## config.mk

```make
export PLATFORM = sky130hd
export DESIGN_NAME = spi_packet_decoder
export DESIGN_NICKNAME = d
export VERILOG_FILES = /design/src/rtl/spi_pkg.sv /design/src/rtl/spi_packet_decoder.sv
export SDC_FILE = /design/constraint.sdc
export NUM_CORES = 1
export LEC_CHECK = 0
export CORE_MARGIN = 3
export CORE_UTILIZATION = 53
export DETAILED_ROUTE_END_ITERATION = 10
export PLACE_DENSITY = 0.79
export SYNTH_ARGS = -nofsm -noshare
export SYNTH_HDL_FRONTEND = slang
export SYNTH_SLANG_ARGS = --single-unit
```

## constraint.sdc

```tcl
create_clock -name clk -period 1.9 [get_ports clk]
set_clock_uncertainty 0.05 [all_clocks]
set_input_delay 0.38 -clock clk [delete_from_list [all_inputs] [get_ports clk]]
set_output_delay 0.38 -clock clk [all_outputs]
set_load 0.1 [all_outputs]
```

## src/rtl/spi_pkg.sv

```systemverilog
// Shared types for the SPI packet layer: opcodes, status byte layout and decoder states.
package spi_pkg;

    typedef enum logic [7:0] {
        OP_NOP          = 8'h00,
        OP_WRITE_MOTION = 8'h01,
        OP_READ_STATUS  = 8'h02,
        OP_CLEAR_FLAGS  = 8'h03
    } spi_opcode_e;

    // Bit order matches the byte returned to the host: {valid, err, ovf, pkt_cnt}.
    typedef struct packed {
        logic       valid;
        logic       err;
        logic       ovf;
        logic [4:0] pkt_cnt;
    } spi_status_t;

    typedef enum logic {
        ST_HEADER  = 1'b0,
        ST_PAYLOAD = 1'b1
    } dec_state_e;

endpackage

```

## src/rtl/spi_packet_decoder.sv

```systemverilog
// Decodes SPI command packets, assembles WRITE_MOTION payloads into a single holding
// register and returns a registered status byte to the host.
module spi_packet_decoder
    import spi_pkg::*;
#(
    parameter int PayloadBytes = 8,
    parameter int WordBits     = 8
) (
    input  logic                      clk,
    input  logic                      rst,
    input  logic                      cs,
    input  logic                      word_ready,
    input  logic [WordBits-1:0]       data_word_received,
    output logic [WordBits-1:0]       data_word_to_send,
    output logic                      payload_valid,
    input  logic                      payload_ready,
    output logic [PayloadBytes*8-1:0] payload_data
);

    localparam int CntW  = (PayloadBytes > 1) ? $clog2(PayloadBytes) : 1;
    localparam int DataW = PayloadBytes * 8;
    localparam logic [CntW-1:0] LastIdx = CntW'(PayloadBytes - 1);

    // Handshake: a payload transfers on every cycle where payload_valid and payload_ready
    // are both high; payload_valid/payload_data hold steady until that happens.

    dec_state_e       state_q, state_d;
    logic [CntW-1:0]  cnt_q, cnt_d;
    logic [DataW-1:0] asm_q, asm_d;
    logic [DataW-1:0] hold_q, hold_d;
    logic             valid_q, valid_d;
    logic             err_q, err_d;
    logic             ovf_q, ovf_d;
    logic [4:0]       pkt_cnt_q, pkt_cnt_d;
    logic             drain;
    logic             commit;
    spi_status_t      status;

    always_comb begin
        state_d   = state_q;
        cnt_d     = cnt_q;
        asm_d     = asm_q;
        hold_d    = hold_q;
        valid_d   = valid_q;
        err_d     = err_q;
        ovf_d     = ovf_q;
        pkt_cnt_d = pkt_cnt_q;
        commit    = 1'b0;
        drain     = valid_q & payload_ready;

        if (cs) begin
            // Deselect drops any partial packet silently; holding register and flags survive.
            state_d = ST_HEADER;
            cnt_d   = '0;
        end else if (word_ready) begin
            unique case (state_q)
                ST_HEADER: begin
                    if (data_word_received == OP_WRITE_MOTION) begin
                        state_d = ST_PAYLOAD;
                        cnt_d   = '0;
                    end else if (data_word_received == OP_CLEAR_FLAGS) begin
                        err_d = 1'b0;
                        ovf_d = 1'b0;
                    end else if (data_word_received != OP_NOP &&
                                 data_word_received != OP_READ_STATUS) begin
                        err_d = 1'b1;
                    end
                end
                ST_PAYLOAD: begin
                    for (int i = 0; i < PayloadBytes; i++) begin
                        if (cnt_q == CntW'(i)) asm_d[i*8 +: 8] = data_word_received[7:0];
                    end
                    if (cnt_q == LastIdx) begin
                        commit  = 1'b1;
                        state_d = ST_HEADER;
                        cnt_d   = '0;
                    end else begin
                        cnt_d = cnt_q + 1'b1;
                    end
                end
                default: state_d = ST_HEADER;
            endcase
        end

        if (drain) valid_d = 1'b0;

        // A draining holding register counts as empty, so back-to-back commits never stall.
        if (commit) begin
            if (!valid_q || drain) begin
                hold_d    = asm_d;
                valid_d   = 1'b1;
                pkt_cnt_d = pkt_cnt_q + 5'd1;
            end else begin
                ovf_d = 1'b1;
            end
        end
    end

    always_comb begin
        status.valid   = valid_q;
        status.err     = err_q;
        status.ovf     = ovf_q;
        status.pkt_cnt = pkt_cnt_q;
    end

    always_ff @(posedge clk) begin
        if (rst) begin
            state_q           <= ST_HEADER;
            cnt_q             <= '0;
            asm_q             <= '0;
            hold_q            <= '0;
            valid_q           <= 1'b0;
            err_q             <= 1'b0;
            ovf_q             <= 1'b0;
            pkt_cnt_q         <= '0;
            data_word_to_send <= '0;
        end else begin
            state_q           <= state_d;
            cnt_q             <= cnt_d;
            asm_q             <= asm_d;
            hold_q            <= hold_d;
            valid_q           <= valid_d;
            err_q             <= err_d;
            ovf_q             <= ovf_d;
            pkt_cnt_q         <= pkt_cnt_d;
            data_word_to_send <= WordBits'(status);
        end
    end

    assign payload_valid = valid_q;
    assign payload_data  = hold_q;

endmodule

```

Word level (Yosys, flattened, before mapping)
Index checks and enable logic that the tools add are counted.
W data, S select, Z words.

cells by class
  add/subtract/negate cells = 2
  equal/unequal tests = 11
  muxes and demuxes = 33
  bitwise logic cells = 4
  reduce and logical (&&, ||, !) cells = 10

operators with widths
  operator               count
  $mux W64               3
  $mux W8                8
  $mux W1                18
  $eq A3 B3 Y1 const B   4
  $eq A8 B1 Y1 const B   1
  $eq A8 B2 Y1 const B   1
  $ne A8 B2 Y1 const B   1
  $reduce_bool A8 Y1     1
  $eq A3 B2 Y1 const B   2
  $mux W3                2
  $pmux W3 S2            1
  $add A5 B1 Y5 const B  1
  $reduce_and A5 Y1      1
  $reduce_and A2 Y1      2
  $add A3 B1 Y3 const B  1
  $eq A3 B1 Y1 const B   1
  $logic_not A3 Y1       1
  $not A1 Y1             3
  $ne A2 B2 Y1 const B   1
  $pmux W1 S2            1
  $reduce_bool A2 Y1     1
  $reduce_or A2 Y1       1
  $and A1 B1 Y1          1
  $logic_and A1 B1 Y1    1
  2 further kinds        2

word-level totals
  bits in registers = 148
  input port bits = 13
  logic and storage cells = 69

Depth between registers and ports, before layout
Gate-level depths: netlist of the first run.

  word-level depth = 8
  gate-level depth with buffers = 7

Worst setup path after synthesis of the first run
No wires, ideal clock.

  path kind = register to register
  from = register valid_q, in the netlist payload_valid
  to = register hold_q[10], in the netlist payload_data[10]
  arrival time = 1,887 ps
  data required time = 1,759 ps
  path slack = -128 ps
  cell stages (with the launch flop) = 6
  period minus slack after synthesis = 2,028 ps
  cell sequence = dfxtp_1 > nor2b_1 > nor2_1 > buf_2 > buf_2 > a311oi_1

on the way
  word-level cells in the longest chain between the ends = 3
  elaborated cells between the ends (all ways) = 4
  those cells by class = 1 x bitwise; 3 x reduce/logical

ends and longest elaborated chain
  element                                            line                                                RTL
  from (decl)                                        spi_packet_decoder.sv:31                            logic valid_q, valid_d;
  from (signal assigned)                             spi_packet_decoder.sv:122                           valid_q <= valid_d;
  $and A1 B1 Y1 or $logic_not A1 Y1 (tied branches)  spi_packet_decoder.sv:49, spi_packet_decoder.sv:89
  $logic_or A1 B1 Y1 *                               spi_packet_decoder.sv:89                            if (!valid_q || drain) begin
  $reduce_and A2 Y1 (no source line) *               --
  to (signal assigned)                               spi_packet_decoder.sv:121                           hold_q <= hold_d;
  to (decl)                                          spi_packet_decoder.sv:30                            logic [DataW-1:0] hold_q, hold_d;

Mark *: on every way between the ends. The rest lies on a longest branch, timed or not.
A chain may end at the register's enable or synchronous reset.

Worst setup path after layout of the first run
  from = register cnt_q[0]
  to = register asm_q[2]

on the way
  word-level cells in the longest chain between the ends = 5

ends and longest elaborated chain
  element                 line                       RTL
  from (decl)             spi_packet_decoder.sv:28   logic [CntW-1:0] cnt_q, cnt_d;
  from (signal assigned)  spi_packet_decoder.sv:119  cnt_q <= cnt_d;
  $logic_not A3 Y1        spi_packet_decoder.sv:71   if (cnt_q == CntW'(i)) asm_d[i*8 +: 8] = data_word_received[7:0];
  $mux W8                 spi_packet_decoder.sv:71
  $mux W64                spi_packet_decoder.sv:56   unique case (state_q)
  $mux W64                spi_packet_decoder.sv:55   end else if (word_ready) begin
  $mux W64                spi_packet_decoder.sv:51   if (cs) begin
  to (signal assigned)    spi_packet_decoder.sv:120  asm_q <= asm_d;
  to (decl)               spi_packet_decoder.sv:29   logic [DataW-1:0] asm_q, asm_d;

Every way passes these cells.

==> results of run 1 <==
-- layout by cell type, fill, tap and decap left out, drive strengths merged, types with 2 or more instances in the layout --
cell type | synthesis | routed
dfxtp | 140 | 140
buf | 34 | 125
a21oi | 117 | 117
nand3 | 60 | 60
o21ai | 60 | 60
a311oi | 48 | 48
clkbuf | 36 | 19
nor2 | 13 | 13
nor2b | 11 | 11
clkdlybuf4s50 | 0 | 11
inv | 7 | 10
mux2i | 8 | 8
a211oi | 8 | 8
ha | 7 | 7
clkinvlp | 0 | 5
nand4b | 4 | 4
nand4 | 4 | 4
nand2 | 3 | 3
mux2 | 3 | 3
o2bb2ai | 3 | 3
bufinv | 0 | 3
clkinv | 0 | 3
nor3 | 2 | 2
or2 | 2 | 2
o22ai | 2 | 2
nand2b | 2 | 2
and4b | 2 | 2
-- cell usage after synthesis, types with 2 or more instances --
cell | instances | area, um2
a211oi_1 | 8 | 60.1
clkbuf_1 | 36 | 135
nor2_1 | 13 | 48.8
nand4_1 | 4 | 25.0
buf_2 | 26 | 130
or2_2 | 2 | 12.5
nand2_1 | 3 | 11.3
ha_1 | 7 | 87.6
mux2_2 | 3 | 33.8
o2bb2ai_1 | 3 | 26.3
inv_1 | 7 | 26.3
buf_4 | 5 | 37.5
nand2b_1 | 2 | 12.5
a311oi_1 | 48 | 420
nor2b_1 | 11 | 68.8
nand4b_1 | 4 | 35.0
dfxtp_1 | 140 | 2800
and4b_1 | 2 | 20.0
o21ai_0 | 60 | 300
buf_1 | 2 | 7.51
mux2i_1 | 8 | 80.1
nand3_1 | 60 | 300
nor3_1 | 2 | 10.0
a21oi_1 | 117 | 586
o22ai_1 | 2 | 12.5
-- layout make-up --
class,count,area [um2],area share
clock buffers,18,428,0.0533
clock inverters,14,184,0.0229
inverters,7,30.0,0.00374
multi-input cells,371,2340,0.291
flip-flops and latches,140,2810,0.350
well taps,133,166,0.0207
repair buffers,137,2070,0.258
-- final timing paths --
kind,cells after the start,endpoint,start
max reg2reg,7,asm_q[2]$_SDFF_PP0_,cnt_q[0]$_SDFFE_PP0P_
max,7,asm_q[2]$_SDFF_PP0_,cnt_q[0]$_SDFFE_PP0P_
min reg2reg,2,ovf_q$_SDFF_PP0_,ovf_q$_SDFF_PP0_
min,2,asm_q[30]$_SDFF_PP0_,rst
-- worst reg2reg max path, delay by kind of cell (launching register included) --
kind / cells / cell delay (ps)
compound gates: 2 / 700
buf+inv: 3 / 440
flops: 1 / 310
simple gates: 1 / 90
fa+ha+maj: 1 / 200
-- layer usage --
layer  share of wire  global-route usage  vias to the layer above
li1                -                   -                     2359
met1            0.34               0.371                     2575
met2            0.49               0.551                      435
met3            0.11              0.0777                      115
met4           0.062               0.175                        0
met5               0                   0                        -
-- cells by family (layout without fill, tap and decap cells) --
group | count (synthesis) | after routing | synth area share
and+or+nand+nor | 111 | 111 | 0.116
AOI/OAI and AO/OA | 242 | 242 | 0.267
DFF | 140 | 140 | 0.516
muxes | 11 | 11 | 0.0210
adders and majority gates | 7 | 7 | 0.0161
buffers and inverters | 77 | 176 | 0.0641
-- power groups by stage --
| stage | logic [uW] | clock network (uW) | registers (uW) |
|---|---|---|---|
| finish | 210 | 3420 | 2940 |
| global route | 215 | 3540 | 2940 |
| CTS | 198 | 3400 | 2940 |
| detailed placement | 194 | 0 | 3000 |
| global placement | 191 | 0 | 3000 |
| floorplan | 96.2 | 0 | 3010 |
-- per-stage QoR --
stage	cells	hold slack, ps
detailed placement	785	401
finish	820	200
CTS	818	188
floorplan	588	381
global placement	785	408
global route	820	216
-- registers in the layout, summed over array words and instances (netlist names) --
signal / flops
state_q: 1
cnt_q: 3
pkt_cnt_q: 5
payload_data: 64
data_word_to_send: 8
err_q: 1
ovf_q: 1
asm_q: 56
payload_valid: 1
-- timing repair --
action | CTS | global route
hold buffers | 0 | 0
setup endpoints to repair | 7 | 37
resized for setup | 2 | 13
cloned | 1 | 1
pin swaps | 2 | 2
setup buffers | 0 | 1
==> impl_metrics.yaml, run 1 <==
synth:
  synth_seq_cells: 140
  syn_nets: 608
  syn_area_per_cell_um2: 9.23
  synthFlopType: "dfxtp_1"
  ys.warnings.count: 0
  synthCells: 588
  synthDistinctLibCells: 38
  synth_seq_area_share: 0.516
  synth_area_um2: 5430
  synth_edf_count: 0
  async_reset_ff_frac: 0
drt:
  drt-pass1-iter-count: 8
  drt-total-wl_um: 19200
  routed-via-count: 5484
  avgRoutedWirePerCell_um: 23.4
  drt_first_iter_violations: 649
  antenna_left: 0
  remaining_drc_errors: 0
  drt-vias-per-instance: 6.69
pwr:
  p_sw_uw: 1500
  power.leakage_uw: 0.00282
  p_sw_frac: 0.229
  seq_power_share: 0.447
  pwr-share-clk: 0.521
  comb_power_share: 0.032
  ir_worst_vdd_v: 0.000838
  power.density_nw_per_um2: 819
  cell_internal_pwr_uw: 5070
  total_power_uw: 6570
setup_path:
  endpoint_kind: "register"
  path_max_fanout: 16
  cp_num_buf_inv: 3
  cpMostUsedCell: "buf_4"
  path_class: "reg2reg"
  crit_chain: "buf_4, inv_1, ha_1, nand3b_1, buf_4, o21ai_0, a21oi_1"
  r2r_slack_ps: -60
  max_stage_delay_ps: 490
  arrival_ps: 2270
  critPathRequiredTime_ps: 2210
  setup.worst_path.start_class: "register"
  cp_top_family: "compound AO/OA/AOI/OAI gates"
  slowest_stage: "o21ai_0"
global_routing:
  grt_max_degree: 71
  grt.total_usage: 0.323
  antenna_found_initial: 0
  overflow: 0
  grt_pass1_wl_um: 28800
  grt_pass1_vias: 5452
floorplan:
  die_x_um: 107
  design.die.area_um2: 11500
  core_um2: 9860
  rows: 36
  die_h_um: 107
  start_util: 0.550
  ios: 86
layout:
  diodes: 0
  n_fill_cell: 525
  final_util: 0.813
  finalNetCount: 694
  drive_above_1_share: 0.266
  final_area_um2: 8020
  synthToLayoutAreaGrowth_pct: 47.8
clock_tree:
  insertion_delay_ps: 530
  clk_path_buf_depth: 2
  worst_setup_hold_path_clk_slew_ps: 60
  tritoncts: "yes"
  cts_root_buf: "clkbuf_8"
  cts_htree_levels: 4
  numCtsBuffers: 17
  cts.sinks: 140
timing:
  fin_crit_ps: 1960
  maxSlewHeadroom: 0.551
  fmax_mhz: 510
  tns_ps: -104
  drv_slew: 0
  finalSetupViolCount: 2
  worst_pin_slew_ps: 672
  hold_viol: 0
  worst_slack_ps: -59.7
  finalCritPeriodShare: 1.03
status:
  outcome: "finished with violations"
  violations: "setup timing"
job:
  cap_violations: 0
min_path:
  hold_class: "in2reg"
placement:
  gp_congestion: 0.867
  hpwl_um: 10400
  post_dp_cell_area_um2: 7280
  io_buffers: 85
  place_ws_ps: -218
Power figures use the tool's default switching activity.
==> run 2: changes to the inputs <==
--- a/config.mk
+++ b/config.mk
@@ -5,6 +5,7 @@
 export SDC_FILE = /design/constraint.sdc
 export NUM_CORES = 1
 export LEC_CHECK = 0
+export ABC_AREA = 1
 export CORE_MARGIN = 3
 export CORE_UTILIZATION = 53
 export DETAILED_ROUTE_END_ITERATION = 10
==> run 2 against run 1 <==
Worst setup slack gained 75 ps. Flip-flop and latch count unchanged. Register-to-register slack better by 80 ps. Critical path type unchanged. Cell count rose by 15%. The run now ends clean. Worst hold slack worse by 23 ps. Global-route usage down 5.2 points. Largest cell class unchanged. Largest power group unchanged. Combinational power down 7%.
==> impl_metrics.yaml, run 2 <==
timing:
  finalCritPeriodShare: 0.992
  drv_slew: 0
  tns_ps: 0
  fin_crit_ps: 1880
  maxSlewHeadroom: 0.747
  hold_viol: 0
  finalSetupViolCount: 0
  fmax_mhz: 531
  worst_pin_slew_ps: 379
pwr:
  power.leakage_uw: 0.00340
  power.density_nw_per_um2: 792
  ir_worst_vdd_v: 0.000796
clock_tree:
  cts_htree_levels: 4
  cts_root_buf: "clkbuf_8"
  numCtsBuffers: 17
  tritoncts: "yes"
  insertion_delay_ps: 530
  cts.sinks: 140
  cts_hold_buf: 0
  worst_setup_hold_path_clk_slew_ps: 60
  clk_path_buf_depth: 2
setup_path:
  cp_top_family: "buffers and inverters"
  r2r-start: "cnt_q[1]$_SDFFE_PP0P_"
  crit_cells: 11
  cpMostUsedCell: "nand2_2"
  arrival_ps: 2310
  max_stage_delay_ps: 360
  path_max_fanout: 14
  setup.worst_path.start_class: "register"
  slowest_stage: "dfxtp_2"
  path_class: "reg2reg"
  crit_chain: "ha_2, ha_4, nand2_2, inv_2, nand2_2, nor2_4, buf_12, buf_6, o21a_1, nand2_1, inv_1"
  r2r_end: "payload_data[42]$_SDFFE_PP0P_"
  critPathRequiredTime_ps: 2330
  cp_num_buf_inv: 4
  endpoint_kind: "register"
  r2r.worst_path.cells: 11
  r2r_slack_ps: 20
synth:
  synthDistinctLibCells: 27
  synth_largest_area_cell: "dfxtp_1"
  syn_area_per_cell_um2: 7.88
  syn_nets: 722
  synth_seq_area_share: 0.506
  async_reset_ff_frac: 0
  synth_edf_count: 0
  synthTopCellsByArea: "dfxtp_1 51%, nand2_1 12%, o21a_1 6.6%"
  ys_top_cells_by_count: "173 x nand2_1, 140 x dfxtp_1, 77 x inv_1, 73 x a21oi_1, 57 x nand3_1"
  synthFlopType: "dfxtp_1"
  yosysMostFrequentCell: "nand2_1"
  ys.warnings.count: 0
  synth_seq_cells: 140
  synth_area_um2: 5530
  synth_top_area_share: 0.506
  synthCells: 702
layout:
  diodes: 0
  final_common_cell: "nand2_1"
  finalNetCount: 819
  largest_reg_flops: 64
  synthToLayoutAreaGrowth_pct: 44.4
  final_cell_mix: "173 x nand2_1, 137 x dfxtp_1, 77 x inv_1"
  final_util: 0.803
  multi_input_area_um2: 2200
  final_area_um2: 7990
  drive_above_1_share: 0.205
  n_fill_cell: 584
  regArea_um2: 2810
drt:
  routed-via-count: 5317
  avgRoutedWirePerCell_um: 17.9
  drt-vias-per-instance: 5.63
  drt_first_iter_violations: 385
  antenna_left: 0
  drt-pass1-iter-count: 8
  remaining_drc_errors: 0
  drt-total-wl_um: 16900
min_path:
  min_from: "rst"
  hold_path_depth: 4
  hold_class: "in2reg"
  worstHoldEndpoint: "cnt_q[0]$_SDFFE_PP0P_"
placement:
  io_buffers: 85
  gp_congestion: 0.905
  hpwl_um: 9350
  post_dp_cell_area_um2: 7260
floorplan:
  die_x_um: 108
  die_h_um: 108
  rows: 36
  core_um2: 9950
  design.die.area_um2: 11700
  ios: 86
  start_util: 0.556
status:
  outcome: "complete, no violations"
global_routing:
  grt_pass1_vias: 5206
  grt.total_usage: 0.271
  antenna_found_initial: 0
  overflow: 0
  grt_max_degree: 61
  grt_pass1_wl_um: 24700
job:
  cap_violations: 0
[run 2: cells by family after synthesis]
group           synth area share
simple gates               0.218
compound gates             0.157
flops                      0.506
buf+inv                   0.0995
fa+ha+maj                 0.0158
xor+xnor                 0.00317
[run 2: metrics by stage]
step	cells	power, uW	setup slack (ps)	hold slack, ps
CTS	935	6330	-2.70	170
floorplan	702	3090	196	350
global placement	904	3180	-87.9	383
global route	944	6490	-49.4	213
detailed placement	904	3190	-141	394
finish	944	6330	15.6	177
[run 2: final cells by class]
cell class              instances  area share
clock buffers                  21      0.0574
clock inverters                10      0.0142
inverters                      86      0.0404
multi-input cells             435       0.275
flip-flops and latches        140       0.351
well taps                     133      0.0208
repair buffers                119       0.241
[run 2: worst register-to-register path, delay by kind of cell (launching register included)]
kind | cells | cell delay [ps]
buffers and inverters | 4 | 500
AND/OR/NAND/NOR | 4 | 430
flip-flops | 1 | 360
AO/OA/AOI/OAI | 1 | 140
adder cells (fa/ha/maj) | 2 | 350
[run 2: worst max-delay path by stage]
stage	from	endpoint	slack, ps
after global routing	cnt_q[1]$_SDFFE_PP0P_	payload_data[59]$_SDFFE_PP0P_	-50
after floorplan	payload_valid$_SDFF_PP0_	payload_data[47]$_SDFFE_PP0P_	200
after detailed placement	word_ready	payload_data[21]$_SDFFE_PP0P_	-140
final	cnt_q[1]$_SDFFE_PP0P_	payload_data[42]$_SDFFE_PP0P_	20
after global placement	word_ready	payload_data[21]$_SDFFE_PP0P_	-90
after CTS	cnt_q[0]$_SDFFE_PP0P_	payload_data[59]$_SDFFE_PP0P_	-3
[run 2: repair_timing]
| item | CTS | global route |
|---|---|---|
| setup endpoints to repair | 2 | 61 |
| resized for setup | 1 | 6 |
| buffers inserted | 0 | 5 |
| endpoints found under the hold margin | 0 | 0 |
| cloned | 0 | 4 |
| pin swaps | 0 | 1 |
[run 2: power by group]
group	leakage, uW	internal, uW	switching [uW]
Sequential	0.00113	2940	2.05
Clock	0.000284	1960	1230
Combinational	0.00198	61.1	134
Total	0.00340	4960	1370
[run 2: per-layer routing]
layer	vias up	wire length (um)	track usage
met2	288	8090	0.450
li1	2440	-	-
met1	2491	6380	0.311
met4	0	1010	0.151
met3	98	1410	0.0812
met5	-	0	0
==> run 3: changes to the inputs <==
--- a/config.mk
+++ b/config.mk
@@ -7,9 +7,9 @@
 export LEC_CHECK = 0
 export ABC_AREA = 1
 export CORE_MARGIN = 3
-export CORE_UTILIZATION = 53
+export CORE_UTILIZATION = 48
 export DETAILED_ROUTE_END_ITERATION = 10
-export PLACE_DENSITY = 0.79
+export PLACE_DENSITY = 0.75
 export SYNTH_ARGS = -nofsm -noshare
 export SYNTH_HDL_FRONTEND = slang
 export SYNTH_SLANG_ARGS = --single-unit
==> constraint.sdc (replaced) <==
create_clock -name clk -period 1.65 [get_ports clk]
set_clock_uncertainty 0.05 [all_clocks]
set_input_delay 0.33 -clock clk [delete_from_list [all_inputs] [get_ports clk]]
set_output_delay 0.33 -clock clk [all_outputs]
set_load 0.1 [all_outputs]
==> run 3 against run 2 <==
Cell count increased by 3.5%. Critical path type unchanged. Largest cell class unchanged. Core utilization increased by 0.86 points. The flow now finishes with violations (setup timing). First-iteration DRC count increased by 62%. Sequential share of layout area decreased by 3.7 points. Register-to-register slack got worse by 210 ps. Combinational power increased by 29%.
==> impl_metrics.yaml, run 3 (synthesis results as in run 2) <==
placement:
  io_buffers: 85
  placed_cells: 922
  gp_congestion: 0.828
  hpwl_um: 9770
  post_dp_cell_area_um2: 7390
status:
  violations: "setup timing"
  outcome: "finished with violations"
layout:
  fin_cells: 977
  final_area_um2: 8950
  finalNetCount: 845
  synthToLayoutAreaGrowth_pct: 61.8
  drive_above_1_share: 0.306
  final_common_cell: "nand2_1"
  diodes: 0
  n_fill_cell: 538
  final_cell_mix: "163 x nand2_1, 137 x dfxtp_1, 81 x buf_12"
  largest_reg_flops: 64
setup_path:
  cpMostUsedCell: "nand2_4"
  endpoint_kind: "register"
  max_stage_delay_ps: 460
  cp_top_family: "simple AND/OR/NAND/NOR gates"
  setup.worst_path.start_class: "register"
  path_max_fanout: 8
  critPathRequiredTime_ps: 1930
  slowest_stage: "dfxtp_1"
  arrival_ps: 2120
  cp_num_buf_inv: 4
  crit_chain: "ha_4, nand2_4, inv_2, nand2_4, nor2_4, buf_12, clkbuf_16, nand3_1, nand2_1, inv_1"
  crit_cells: 10
  r2r.worst_path.cells: 10
  path_class: "reg2reg"
timing:
  hold_viol: 0
  fin_crit_ps: 1850
  drv_slew: 0
  finalSetupViolCount: 86
  rsz0062_at_grt: "yes"
  fmax_mhz: 542
  finalCritPeriodShare: 1.12
  whs_ps: 274
  worst_pin_slew_ps: 407
  worst_slack_ps: -196
  maxSlewHeadroom: 0.727
drt:
  drt-total-wl_um: 21100
  avgRoutedWirePerCell_um: 21.6
  drt-pass1-iter-count: 6
  remaining_drc_errors: 0
  drt-vias-per-instance: 5.86
  antenna_left: 0
  routed-via-count: 5730
  drt_first_iter_violations: 624
clock_tree:
  cts_htree_levels: 4
  insertion_delay_ps: 430
  tritoncts: "yes"
  cts.sinks: 140
  worst_setup_hold_path_clk_slew_ps: 60
  numCtsBuffers: 17
  cts_hold_buf: 0
  clk_path_buf_depth: 2
  cts_root_buf: "clkbuf_16"
min_path:
  hold_class: "in2reg"
  hold_path_depth: 4
global_routing:
  antenna_found_initial: 0
  grt_pass1_wl_um: 27400
  overflow: 0
  grt_max_degree: 69
  grt_pass1_vias: 5407
  grt.total_usage: 0.273
pwr:
  power.leakage_uw: 0.00368
  power.density_nw_per_um2: 887
  ir_worst_vdd_v: 0.000945
floorplan:
  core_um2: 11000
  ios: 86
  die_x_um: 113
  die_h_um: 113
  start_util: 0.502
  design.die.area_um2: 12900
  rows: 38
job:
  cap_violations: 0
-- run 3: cell types whose count changed in the layout (fill, tap and decap cells not counted), sizes merged --
cell | before | now
inv | 88 | 87
clkbuf | 24 | 30
buf | 105 | 125
clkinv | 5 | 4
bufinv | 2 | 5
clkinvlp | 1 | 0
-- run 3: per-stage QoR --
step / total power [uW] / TNS, ps / util / worst slack [ps]
after global routing: 8080 / -12750 / 0.812 / -235
after detailed placement: 3680 / -36360 / 0.670 / -393
after floorplan: 3560 / 0 / - / 16.6
after global placement: 3680 / -25340 / 0.670 / -298
after CTS: 7840 / -3680 / 0.761 / -107
final: 7940 / -9440 / 0.812 / -196
-- run 3: tightest hold or removal path: cells and delay by family --
kind	cells	cell delay [ps]
buffers and inverters	1	150
AND/OR/NAND/NOR	3	230
-- run 3: cell type report --
type / instances / area (um2) / area share
Clock inverter: 10 / 186 / 0.0208
Tap cell: 140 / 175 / 0.0196
Clock buffer: 21 / 470 / 0.0526
Multi-Input combinational cell: 435 / 2550 / 0.285
Sequential cell: 140 / 2810 / 0.314
Inverter: 86 / 330 / 0.0369
Timing Repair Buffer: 145 / 2430 / 0.271
-- run 3: report_power, final --
part / internal, uW / switching, uW
registers: 3380 / 2.16
logic: 82.6 / 169
clock network: 2800 / 1510
-- run 3: what timing repair did --
action,CTS,global route
setup endpoints to repair,66,85
buffers inserted,6,3
resized for setup,35,78
pin swaps,1,61
gates cloned,7,10
-- run 3: path summary, 6_finish.rpt --
path	end	start	slack, ps
max	payload_data[55]$_SDFFE_PP0P_	cnt_q[2]$_SDFFE_PP0P_	-200
min	cnt_q[0]$_SDFFE_PP0P_	rst	270
max reg2reg	payload_data[55]$_SDFFE_PP0P_	cnt_q[2]$_SDFFE_PP0P_	-200
min reg2reg	data_word_to_send[6]$_SDFF_PP0_	err_q$_SDFFE_PP0P_	420
-- run 3: per-layer routing --
| layer | global-route usage | up-vias | wire [um] |
|---|---|---|---|
| met5 | 0 | - | 0 |
| met4 | 0.141 | 0 | 1270 |
| met3 | 0.0775 | 142 | 2310 |
| met2 | 0.468 | 430 | 10100 |
| met1 | 0.311 | 2667 | 7420 |
| li1 | - | 2491 | - |
==> RTL change 1 (config.mk and constraints of run 3) <==
Make the reset (`rst`) asynchronous in one clocked block.
--- a/src/rtl/spi_packet_decoder.sv
+++ b/src/rtl/spi_packet_decoder.sv
@@ -103,7 +103,7 @@
         status.pkt_cnt = pkt_cnt_q;
     end
 
-    always_ff @(posedge clk) begin
+    always_ff @(posedge clk or posedge rst) begin
         if (rst) begin
             state_q           <= ST_HEADER;
             cnt_q             <= '0;
Formal check against the unedited RTL: differs if rst is asserted again (counterexample within 4 cycles, from zero or initial values and one cycle with rst high); with rst held inactive, the same outputs for 4 cycles.
==> RTL change 1 against run 3 <==
The run still ends with setup timing left; final cell count is 5.8% lower; sequential cell count stayed put; first-iteration DRC count fell by 32%; setup slack gained 0.14 ns; power increased by 1.8%; worst hold slack improved by 0.049 ns; final area fell by 1.0%; wire length shrank 13%; clock power is 3% lower; non-clock buffer count up 5; synthesized area rose by 2.8%; combinational power is 65% higher; largest cell class unchanged; largest power group unchanged.
==> RTL change 1: results (changes against run 3) <==
outcome finished, violations left (unchanged); Seq/total area 0.396 (was 0.314); nets 784 (was 845); reg2reg end payload_data[2] (was payload_data[55]); Layout fillers 616 (was 538); GP Congestion 0.859 (was 0.828); top cells by count, synth 314 x nand2_1, 140 x dfrtp_1, 43 x o21ai_1 (was 173 x nand2_1, 140 x dfxtp_1, 77 x inv_1); failing checks setup timing (unchanged); placed inst area 7660 sq um (was 7390 sq um); Hold Slack 0.323 ns (was 0.274 ns); r2r worst-path depth 9 (was 10); Clk. pwr 4.20 mW (was 4.31 mW); largest net degree at the start of global routing 56 (was 69); Seq. pwr 3.47 mW (was 3.38 mW); Reg area 3500 sq um (was 2810 sq um); count of cell types in the netlist 26 (was 27); syn nets 643 (was 722); Worst-Margin Slew 0.372 ns (was 0.407 ns); share of layout cells above drive strength 1 0.292 (was 0.306); Final WS setup -0.0560 ns (was -0.196 ns); Max stage delay on crit path 0.39 ns (was 0.46 ns); leakage power 4.65 nW (was 3.68 nW); setup violators final 37 (was 86); WL per Instance 19.8 um (was 21.6 um); asr flop ratio synth 1.00 (was 0); worst vdd ir 0.758 mV (was 0.945 mV); dpl hpwl 9330 um (was 9770 um); multi-input gates 433 (was 435); Synth Area in Adders 0.0154 (was 0.0158); Worst Hold Endpoint data_word_to_send[6] (was cnt_q[0]); Area Overhead vs Synth 55.7% (was 61.8%); Synth Area in XOR/XNOR 0.00462 (was 0.00317); setup slack at placement -0.293 ns (was -0.393 ns); DR vias/cell 5.57 (was 5.86); post-route non-filler standard cell count 920 (was 977); slowest CP cell dfrtp_1 (was dfxtp_1); Worst Hold Depth 0 (was 4); Synth Area in Compound Gates 0.0580 (was 0.157); leading post-synthesis cells by cell area dfrtp_1 62%, nand2_1 21%, o21ai_1 3.8% (was dfxtp_1 51%, nand2_1 12%, o21a_1 6.6%); clk cell area share 0.0730 (was 0.0734); Non-clock buffer share 0.260 (was 0.271); Worst R2R Start cnt_q[1] (was cnt_q[2]); TritonRoute pass-1 iters 5 (was 6)
-- RTL change 1: cell count changes after synthesis, sizes merged, moves of 2 or more --
cell,change
dfxtp,-140
o21ai,+38
a21oi,-72
nand3,-53
nor2,-12
clkbuf,-13
o21a,-49
nor3,-2
dfrtp,+140
xnor2,+2
buf,+4
inv,-64
nand2,+144
-- RTL change 1: routing by layer --
layer / GRT usage / share of wire
met5: 0 / 0
met4: 0.0923 / 0.048
met3: 0.0521 / 0.088
met2: 0.400 / 0.51
met1: 0.286 / 0.36
-- RTL change 1: cell families after synthesis --
kind of cell             Yosys count
AND/OR/NAND/NOR                  354
flip-flops                       140
AO/OA/AOI/OAI                     66
buffers and inverters             53
adder cells (fa/ha/maj)            7
XOR/XNOR                           3
-- RTL change 1: timing repair --
item	4_1_cts	5_1_grt
cloned	0	12
resized for setup	6	63
hold endpoints to repair	0	0
endpoints found under the setup margin	68	69
pin swaps	1	15
setup buffers	0	15
hold buffers	0	0
==> RTL change 2 (flow settings as in run 3) <==
Made on the original files. `WordBits`: 8 -> 9.
--- a/src/rtl/spi_packet_decoder.sv
+++ b/src/rtl/spi_packet_decoder.sv
@@ -4,7 +4,7 @@
     import spi_pkg::*;
 #(
     parameter int PayloadBytes = 8,
-    parameter int WordBits     = 8
+    parameter int WordBits     = 9
 ) (
     input  logic                      clk,
     input  logic                      rst,
Ports: changed (resized data_word_received and data_word_to_send); port bits go from 86 to 88. No check against the original RTL was run, so the function may have changed too.
==> RTL change 2 against run 3 <==
Power down 5.5%; synthesized area is 0.29% lower; critical path type unchanged; largest power group unchanged; setup slack better by 0.045 ns; the flow still finishes with violations (setup timing); final area down 3.6%; sequential cell count unchanged; wire length fell by 11%.
==> RTL change 2: results (changes against run 3) <==
outcome finished, violations left (unchanged); failing checks setup timing (unchanged); share of layout cells above drive strength 1 0.278 (was 0.306); leakage power 3.57 nW (was 3.68 nW); Synth Area in Adders 0.0159 (was 0.0158); setup slack at placement -0.420 ns (was -0.393 ns); count of cell types in the netlist 26 (was 27); top cells by count, synth 140 x dfxtp_1, 119 x nand2_1, 82 x a21oi_1 (was 173 x nand2_1, 140 x dfxtp_1, 77 x inv_1); Synth Area in Compound Gates 0.203 (was 0.157); number of port buffers 86 (was 85); r2r worst-path depth 12 (was 10); WP data arrival 2.06 ns (was 2.12 ns); via count of the routed design 5641 (was 5730); setup violators final 71 (was 86); dpl hpwl 9950 um (was 9770 um); Worst R2R Start cnt_q[0] (was cnt_q[2]); leading post-synthesis cells by cell area dfxtp_1 51%, nand2_1 8.1%, a21oi_1 7.4% (was dfxtp_1 51%, nand2_1 12%, o21a_1 6.6%); reg2reg end payload_data[48] (was payload_data[55]); nets 840 (was 845); first-pass GRT wire length 28400 um (was 27400 um); CP max FO 9 (was 8); GP Congestion 0.842 (was 0.828); WL per Instance 19.3 um (was 21.6 um); later-pin clock latency in the skew report 0.41 ns (was 0.43 ns); syn nets 717 (was 722); Worst Hold Endpoint data_word_to_send[7] (was cnt_q[0]); total track usage 0.278 (was 0.273); DRT iter0 DRCs 420 (was 624); Final WS setup -0.151 ns (was -0.196 ns)
RTL change 2: changes by cell type after synthesis, sizes merged, moves of 2 or more:
cell	change
nand2	-53
nand3	-7
clkbuf	+2
nand4	-2
buf	+3
a21oi	+9
inv	-9
o21ai	+41
nor2	+11
RTL change 2: timing repair:
action,in CTS,in global routing
resized for setup,36,62
hold endpoints to repair,0,0
setup endpoints to repair,70,118
pin swaps,6,18
buffers inserted,9,2
gates cloned,3,3
RTL change 2: how the worst max path moves through the flow:
| stage | cells after the start | slack (ns) | endpoint | start |
|---|---|---|---|---|
| after floorplan | 11 | 0.02 | payload_data[32] | cnt_q[1] |
| after global placement | 8 | -0.31 | payload_data[3] | cs |
| after detailed placement | 9 | -0.42 | payload_data[17] | word_ready |
| after CTS | 12 | -0.1 | payload_data[2] | cnt_q[1] |
| after global routing | 8 | -0.26 | payload_data[1] | cnt_q[0] |
| final | 12 | -0.15 | payload_data[48] | cnt_q[0] |
RTL change 2: per-layer routing:
layer  vias up  wire, um  GRT usage
met3       119      1950     0.0813
met5         -         0          0
met4         0      1040      0.125
li1       2517         -          -
met1      2611      6700      0.325
met2       394      9080      0.471
RTL change 2: logic make-up after synthesis:
group | Yosys count
buffers and inverters | 123
XOR/XNOR | 1
AO/OA/AOI/OAI | 199
flip-flops | 140
AND/OR/NAND/NOR | 225
adder cells (fa/ha/maj) | 7
other | 1
RTL change 2: layout make-up:
type                    instances  area (sq um)
flip-flops and latches        140          2810
clock inverters                14           160
inverters                      77           292
repair buffers                150          2320
multi-input cells             433          2430
fillers                       625          2400
well taps                     140           175
clock buffers                  18           439
RTL change 2: stage by stage:
stage                     std cells  area, sq um  setup TNS [ns]  hold WS (ns)
after floorplan                 696         5520               0         0.350
after global routing            972         8630          -10.20         0.390
after CTS                       972         8420           -3.93         0.311
after global placement          928         7540          -29.88         0.363
final                           972         8630           -5.51         0.351
after detailed placement        928         7540          -40.17         0.361
RTL change 2: where the power goes:
part	leakage (nW)	switching [mW]	internal, mW
clock	0.274	1.57	2.29
sequential	1.13	0.00170	3.38
combinational	2.17	0.176	0.0810
total	3.57	1.75	5.76
RTL change 2: worst max-delay path, stage by stage, from the launching register on:
cell     delay [ns]
dfxtp_2        0.35
ha_4           0.15
ha_4           0.14
nand2_4        0.06
inv_4          0.07
nand2_4        0.05
nor2_4         0.11
buf_12         0.14
buf_12         0.15
buf_12         0.14
nand3_1        0.11
nand2_1        0.10
inv_1          0.04
